<file path="config.mk">
export PLATFORM = sky130hd
export DESIGN_NAME = game_sequencer
export DESIGN_NICKNAME = d
export VERILOG_FILES = /design/src/rtl/game_sequencer.sv
export SDC_FILE = /design/constraint.sdc
export NUM_CORES = 1
export LEC_CHECK = 0
export ABC_CLOCK_PERIOD_IN_PS = 3550
export BUFFER_PORTS_ARGS = -buffer_cell sky130_fd_sc_hd__buf_4
export CAP_MARGIN = 20
export CORE_AREA = 5 5 106 68
export CTS_BUF_LIST = sky130_fd_sc_hd__clkbuf_4
export CTS_CLUSTER_DIAMETER = 100
export DETAILED_ROUTE_END_ITERATION = 6
export DIE_AREA = 0 0 111 73
export GPL_ROUTABILITY_DRIVEN = 0
export HOLD_SLACK_MARGIN = 0.03
export PLACE_DENSITY = 0.72
export SYNTH_ARGS = -nofsm -noshare
export SYNTH_HDL_FRONTEND = slang
export SYNTH_SLANG_ARGS = --single-unit
</file>
<file path="constraint.sdc">
create_clock -name Clk -period 3.55 [get_ports Clk]
set_input_delay 0.5325 -clock Clk [delete_from_list [all_inputs] [get_ports Clk]]
set_output_delay 0.5325 -clock Clk [all_outputs]
set_load 0.02 [all_outputs]
</file>
<file path="src/rtl/game_sequencer.sv">
// Round controller for the invaders datapath: IDLE/PLAY/WIN/LOSE FSM, game-tick enable,
// debounced and rate-limited fire request, and saturating hit score. All outputs registered.
module game_sequencer #(
   parameter int TICK_DIV       = 4194304,
   parameter int DEBOUNCE_CYC   = 1000000,
   parameter int COOLDOWN_TICKS = 8,
   parameter int END_HOLD_TICKS = 64,
   parameter int SCORE_W        = 8
) (
   input  logic               Clk,
   input  logic               Reset,
   input  logic               Start,
   input  logic               Fire_Btn,
   input  logic               Alien_Hit,
   input  logic               Aliens_Defeated,
   input  logic               Reached_Bottom,
   output logic [1:0]         Game_State,
   output logic               Game_Tick,
   output logic               Round_Clear,
   output logic               Fire_Req,
   output logic [SCORE_W-1:0] Score
);

   localparam int TICK_W = (TICK_DIV > 1) ? $clog2(TICK_DIV) : 1;
   localparam int DEB_W  = (DEBOUNCE_CYC > 1) ? $clog2(DEBOUNCE_CYC) : 1;
   localparam int COOL_W = (COOLDOWN_TICKS > 0) ? $clog2(COOLDOWN_TICKS + 1) : 1;
   localparam int HOLD_W = (END_HOLD_TICKS > 1) ? $clog2(END_HOLD_TICKS) : 1;

   localparam logic [TICK_W-1:0]  TICK_LAST = TICK_W'(TICK_DIV - 1);
   localparam logic [DEB_W-1:0]   DEB_LAST  = DEB_W'(DEBOUNCE_CYC - 1);
   localparam logic [COOL_W-1:0]  COOL_INIT = COOL_W'(COOLDOWN_TICKS);
   localparam logic [HOLD_W-1:0]  HOLD_LAST = HOLD_W'(END_HOLD_TICKS - 1);
   localparam logic [SCORE_W-1:0] SCORE_MAX = '1;

   typedef enum logic [1:0] {
      IDLE = 2'b00,
      PLAY = 2'b01,
      WIN  = 2'b10,
      LOSE = 2'b11
   } state_t;

   state_t state;
   state_t state_nxt;

   logic              start_d;
   logic              start_rise;
   logic              enter_play;
   logic              play_stay;
   logic [TICK_W-1:0] tick_cnt;
   logic              tick;
   logic [HOLD_W-1:0] hold_cnt;
   logic              fire_s1;
   logic              fire_s2;
   logic              deb;
   logic              deb_d;
   logic [DEB_W-1:0]  deb_cnt;
   logic [COOL_W-1:0] cooldown;
   logic              accept;

   assign start_rise = Start & ~start_d;
   assign tick       = (tick_cnt == TICK_LAST);
   assign Game_State = state;

   always_ff @(posedge Clk) begin
      if (Reset) begin
         state <= IDLE;
      end else begin
         state <= state_nxt;
      end
   end

   // Abort on Start low outranks both game-end flags; bottom reached outranks grid cleared.
   always_comb begin
      state_nxt  = state;
      enter_play = 1'b0;
      case (state)
         IDLE: begin
            if (start_rise) begin
               state_nxt  = PLAY;
               enter_play = 1'b1;
            end
         end
         PLAY: begin
            if (!Start) begin
               state_nxt = IDLE;
            end else if (Reached_Bottom) begin
               state_nxt = LOSE;
            end else if (Aliens_Defeated) begin
               state_nxt = WIN;
            end
         end
         WIN, LOSE: begin
            if (tick && (hold_cnt == HOLD_LAST)) begin
               state_nxt = IDLE;
            end
         end
         default: state_nxt = IDLE;
      endcase
      play_stay = (state == PLAY) && (state_nxt == PLAY);
   end

   always_ff @(posedge Clk) begin
      if (Reset) begin
         start_d <= 1'b0;
      end else begin
         start_d <= Start;
      end
   end

   // The tick counter idles at zero so every round starts on a full tick period.
   always_ff @(posedge Clk) begin
      if (Reset || (state == IDLE) || (state_nxt == IDLE)) begin
         tick_cnt <= '0;
      end else if (tick) begin
         tick_cnt <= '0;
      end else begin
         tick_cnt <= tick_cnt + 1'b1;
      end
   end

   always_ff @(posedge Clk) begin
      if (Reset || (state == IDLE) || (state == PLAY)) begin
         hold_cnt <= '0;
      end else if (tick) begin
         hold_cnt <= hold_cnt + 1'b1;
      end
   end

   always_ff @(posedge Clk) begin
      if (Reset) begin
         Game_Tick   <= 1'b0;
         Round_Clear <= 1'b0;
      end else begin
         Game_Tick   <= tick && play_stay;
         Round_Clear <= enter_play;
      end
   end

   always_ff @(posedge Clk) begin
      if (Reset || enter_play) begin
         Score <= '0;
      end else if ((state == PLAY) && Alien_Hit && (Score != SCORE_MAX)) begin
         Score <= Score + 1'b1;
      end
   end

   // Button is asynchronous: two flops before anything looks at it.
   always_ff @(posedge Clk) begin
      if (Reset) begin
         fire_s1 <= 1'b0;
         fire_s2 <= 1'b0;
         deb     <= 1'b0;
         deb_d   <= 1'b0;
         deb_cnt <= '0;
      end else begin
         fire_s1 <= Fire_Btn;
         fire_s2 <= fire_s1;
         deb_d   <= deb;
         if (fire_s2 != deb) begin
            if (deb_cnt == DEB_LAST) begin
               deb     <= ~deb;
               deb_cnt <= '0;
            end else begin
               deb_cnt <= deb_cnt + 1'b1;
            end
         end else begin
            deb_cnt <= '0;
         end
      end
   end

   assign accept = deb && !deb_d && (state == PLAY) && (cooldown == '0) && !Fire_Req;

   always_ff @(posedge Clk) begin
      if (Reset || enter_play) begin
         cooldown <= '0;
      end else if (accept) begin
         cooldown <= COOL_INIT;
      end else if (tick && (cooldown != '0)) begin
         cooldown <= cooldown - 1'b1;
      end
   end

   // A request is consumed by the first Game_Tick cycle it is seen in.
   always_ff @(posedge Clk) begin
      if (Reset || !play_stay) begin
         Fire_Req <= 1'b0;
      end else if (accept) begin
         Fire_Req <= 1'b1;
      end else if (Game_Tick) begin
         Fire_Req <= 1'b0;
      end
   end

endmodule

</file>
After elaboration in Yosys (flattened, before gate mapping). Cells that the tools add are included.

$add $sub $neg: 5. Multiply operators: 0. Div/mod/pow operators: 0. $lt $le $gt $ge: 0. Equality and inequality tests: 9. Shift-type cells: 0. Multiplexer cells: 12. Bitwise gates (word level): 4. Reductions and logical operators: 29.

Operators by type and width (count): $add 22x1->22 const B (1); $eq 22x22->1 const B (1); $add 20x1->20 const B (1); $eq 20x20->1 const B (1); $logic_and 1x1->1 (10); $mux 2 (5); $add 8x1->8 const B (1); $mux 4 (2); $ne 8x8->1 const B (1); $add 6x1->6 const B (1); $eq 6x6->1 const B (1); $pmux 2 s3 (1); $reduce_or 2->1 (3); $logic_or 1x1->1 (5); $eq 2x1->1 const B (2); $eq 2x2->1 const B (2); $logic_not 2->1 (2); $logic_not 4->1 (1); $mux 1 (4); $reduce_bool 2->1 (2); $reduce_bool 4->1 (1); $sub 4x1->4 const B (1); $logic_not 1->1 (3); $not 1->1 (3); other kinds (4) (4).

Bits in registers: 70. Latch bits: 0. Bits in writable memories: 0. ROM bits: 0. Bits of input ports: 7. Word-level logic and storage cells: 74. Memories kept: 0.

Longest topological paths before layout.
Depth in word-level cells: 8. Gate-level depth with buffers: 7. Gate-level depth less buffers: 6.

Worst setup path after synthesis. Ideal clock, no wire load.

Path type: register to register. From: reg tick_cnt[9]. To: reg state[1], in the netlist Game_State[1]. Library setup time: 139 ps. Arrival: 1706 ps. Required time: 3411 ps. Slack: 1705 ps. Stages on the path, launching flop included: 7. Buffers on the path: 2. Cells stage by stage: dfxtp_1 > nand4_1 > or4_4 > buf_6 > buf_6 > nor4_1 > o32ai_1.

Word-level cells in the longest chain between the ends: 4.

RTL lines: from (decl) (line 49) `logic [TICK_W-1:0] tick_cnt;`; from (signal assigned) (line 117) `tick_cnt <= tick_cnt + 1'b1;`; $eq 22x22->1 (line 61) `assign tick = (tick_cnt == TICK_LAST);`; $logic_and 1x1->1 (line 93) `if (tick && (hold_cnt == HOLD_LAST)) begin`; $mux 2 (line 93); $pmux 2 s3 (line 76) `case (state)`; to (signal assigned) (line 68) `state <= state_nxt;`; to (decl) (line 42) `state_t state;`.

No other way between the ends. A chain may end at the register's enable or synchronous reset.

Final worst setup path.
From: reg deb_cnt[16]. To: reg deb_cnt[19].

Word-level cells in the longest chain between the ends: 2.

RTL lines: from (decl) (line 56) `logic [DEB_W-1:0] deb_cnt;`; from (signal assigned) (line 164) `deb_cnt <= deb_cnt + 1'b1;`; parallel branches: the longest is 2 deep, another holds $add 20x1->20.

Several ways; the timed one is not identified.

==> qor.yml <==
powerDensity_nw_per_um2: 358
leakage_nw: 1.06
ios: 20
drv_cap: 0
dr.pass1.iters: 4
power_mw: 1.24
hold_start: "Fire_Btn"
drc: 0
pre_cts_ws_ns: 1.24
cp_max_fo: 11
synthArstFlopShare_pct: 0
antenna_found_initial: 0
routed_wl_um: 6200
worstRegToRegCells: 5
slew_violations: 0
grt_remaining_overflow: 0
root_buffer: "clkbuf_4"
postCtsSetupBuffers: 0
cts_tree: "built"
timing.hold.worst_path_depth: 2
ys_types: 41
syn_area_um2: 3190
endpoint_kind: "register"
synth_top_area_cell: "dfxtp_1"
synth_top_cells_by_count: "dfxtp_1, nor2_1, a21oi_1, nand3_1, xnor2_1"
ant_nets: 0
synth_top_area_share_pct: 44.0
setup_slack_ns: 1.19
worstSetupStartpointType: "register"
path_class: "reg -> reg"
port_buffers: 19
fmax_ghz: 0.423
holdWs_ns: 0.361
yosysMostFrequentCell: "dfxtp_1"
hold_viol: 0
multi_input_area_um2: 1640
clk_latency_ns: 0.40
grt_usage_pct: 16.3
finalSetupViolCount: 0
hold_end: "fire_s1"
synth_seq_cells: 70
critPathArrivalTime_ns: 2.64
yosysWarnings: 0
finalSetupTns_ns: 0
clkSinkCount: 70
fin_area_um2: 3470
cts_buffer_depth: 2
antennaDiodeCount: 0
rsz0062_at_grt: "false"
numCtsBuffers: 9
syn_to_final_growth_pct: 9.03
initial_core_util_pct: 50.5
wire_per_inst_um: 13.0
tightestPinTransition_ns: 0.738
status: "completed"
grt_pass1_vias: 2321
yosysSeqAreaShare_pct: 44.0
ys.flop_type: "dfxtp_1"
vias_per_cell: 5.51
regArea_um2: 1400
reg2reg_to: "deb_cnt[19]"
period_share_pct: 66.6
core_um2: 6300
placed_cell_area_um2: 3380
slew_headroom_pct: 50.5
crit_required_ns: 3.83
htreeDepth: 3
cts_resized: 0
syn_inst: 370
num_rows: 23
n_fill_cell: 575
syn-num-nets: 382
hold_class: "in -> reg"
synth_area_leaders: "dfxtp_1, xnor2_1, nor2_1"
fin_nets: 399
reg2reg_from: "deb_cnt[16]"
num_vias: 2633
drt_iter0_markers: 165
synth_edf_count: 0
die_w_um: 111
grt_pass1_wl_um: 10900
period_needed_ns: 2.36
path_clk_slew_ns: 0.12
finalClockSkew_ns: 0.0173
drive_gt1_share_pct: 9.72
ir_drop_mv: 0.192
die_h_um: 73
die-area_um2: 8100
grt_max_degree: 28
ctsHoldBuffers: 0
detailed_place_hpwl_um: 4520
rrSetupSlack_ns: 1.19
syn_avg_cell_area_um2: 8.61
==> final cells by class <==
type                    count  share of cell area (%)
flip-flops and latches     70                    40.3
inverters                  19                    2.05
well taps                  87                    3.13
multi-input cells         266                    47.1
repair buffers             21                    4.54
clock buffers              11                    2.38
clock inverters             4                   0.432
==> cell usage in the layout, fill, tap and decap left out, drive strengths merged, types with 2 or more instances in the layout <==
cell type and count:
a21o 2, clkbuf 11, nor2b 4, inv 19
nor3 6, or3 14, clkinv 4, dfxtp 70
nand2b 5, buf 21, nand2 18, nor3b 2
a21oi 29, nand3 22, ha 5, xnor2 21
and3 6, nor4b 4, o31ai 14, o21ba 2
nor2 39, nand4 9, o21ai 16, nor4 6
or4 16, xor2 8, and4 6, and2 2
==> routing by layer <==
metal  vias up  global-route usage (%)  part of all wire [%]
met5         -                       0                     0
met2        64                    23.3                    40
met1      1195                    23.7                    54
met4         0                    5.33                  0.73
li1       1368                       -                     -
met3         6                    4.47                   5.7
==> how the worst max path moves through the flow <==
| stage | start | endpoint | slack (ns) |
|---|---|---|---|
| after floorplan | tick_cnt[9] | Game_State[1] | 1.71 |
| after global placement | deb_cnt[16] | deb_cnt[11] | 1.26 |
| after detailed placement | deb_cnt[16] | deb_cnt[10] | 1.24 |
| after CTS | deb_cnt[16] | deb_cnt[19] | 1.22 |
| after global routing | deb_cnt[16] | deb_cnt[7] | 1.06 |
| final | deb_cnt[16] | deb_cnt[19] | 1.19 |
==> logic make-up after synthesis <==
group / synth area share, %
mux: 0.314
flops: 44.0
buf+inv: 4.63
xor+xnor: 7.97
simple gates: 28.3
compound gates: 12.8
fa+ha+maj: 1.96
==> sequential cells by signal, indices dropped and copies added (netlist names), 2 cells and up <==
register / cells
deb_cnt: 20
hold_cnt: 6
Score: 8
tick_cnt: 22
Game_State: 2
cooldown: 4
==> critical path, stage by stage (launching register included) <==
cell and delay (ns):
dfxtp_1 0.40, nand3_1 0.13, or4b_2 0.73, o21ai_1 0.63, buf_4 0.29, a21oi_1 0.05
==> stage by stage <==
step / instances / util [%]
final: 478 / 55.1
after global routing: 478 / 55.1
after CTS: 478 / 55.1
after detailed placement: 463 / 53.6
after global placement: 463 / 53.6
after floorplan: 370 / -
==> power breakdown <==
part | internal (mW) | switching, mW
Sequential | 0.790 | 0.00536
Clock | 0.148 | 0.258
Combinational | 0.0170 | 0.0256
Note: power is estimated with default switching activity, not from simulation.
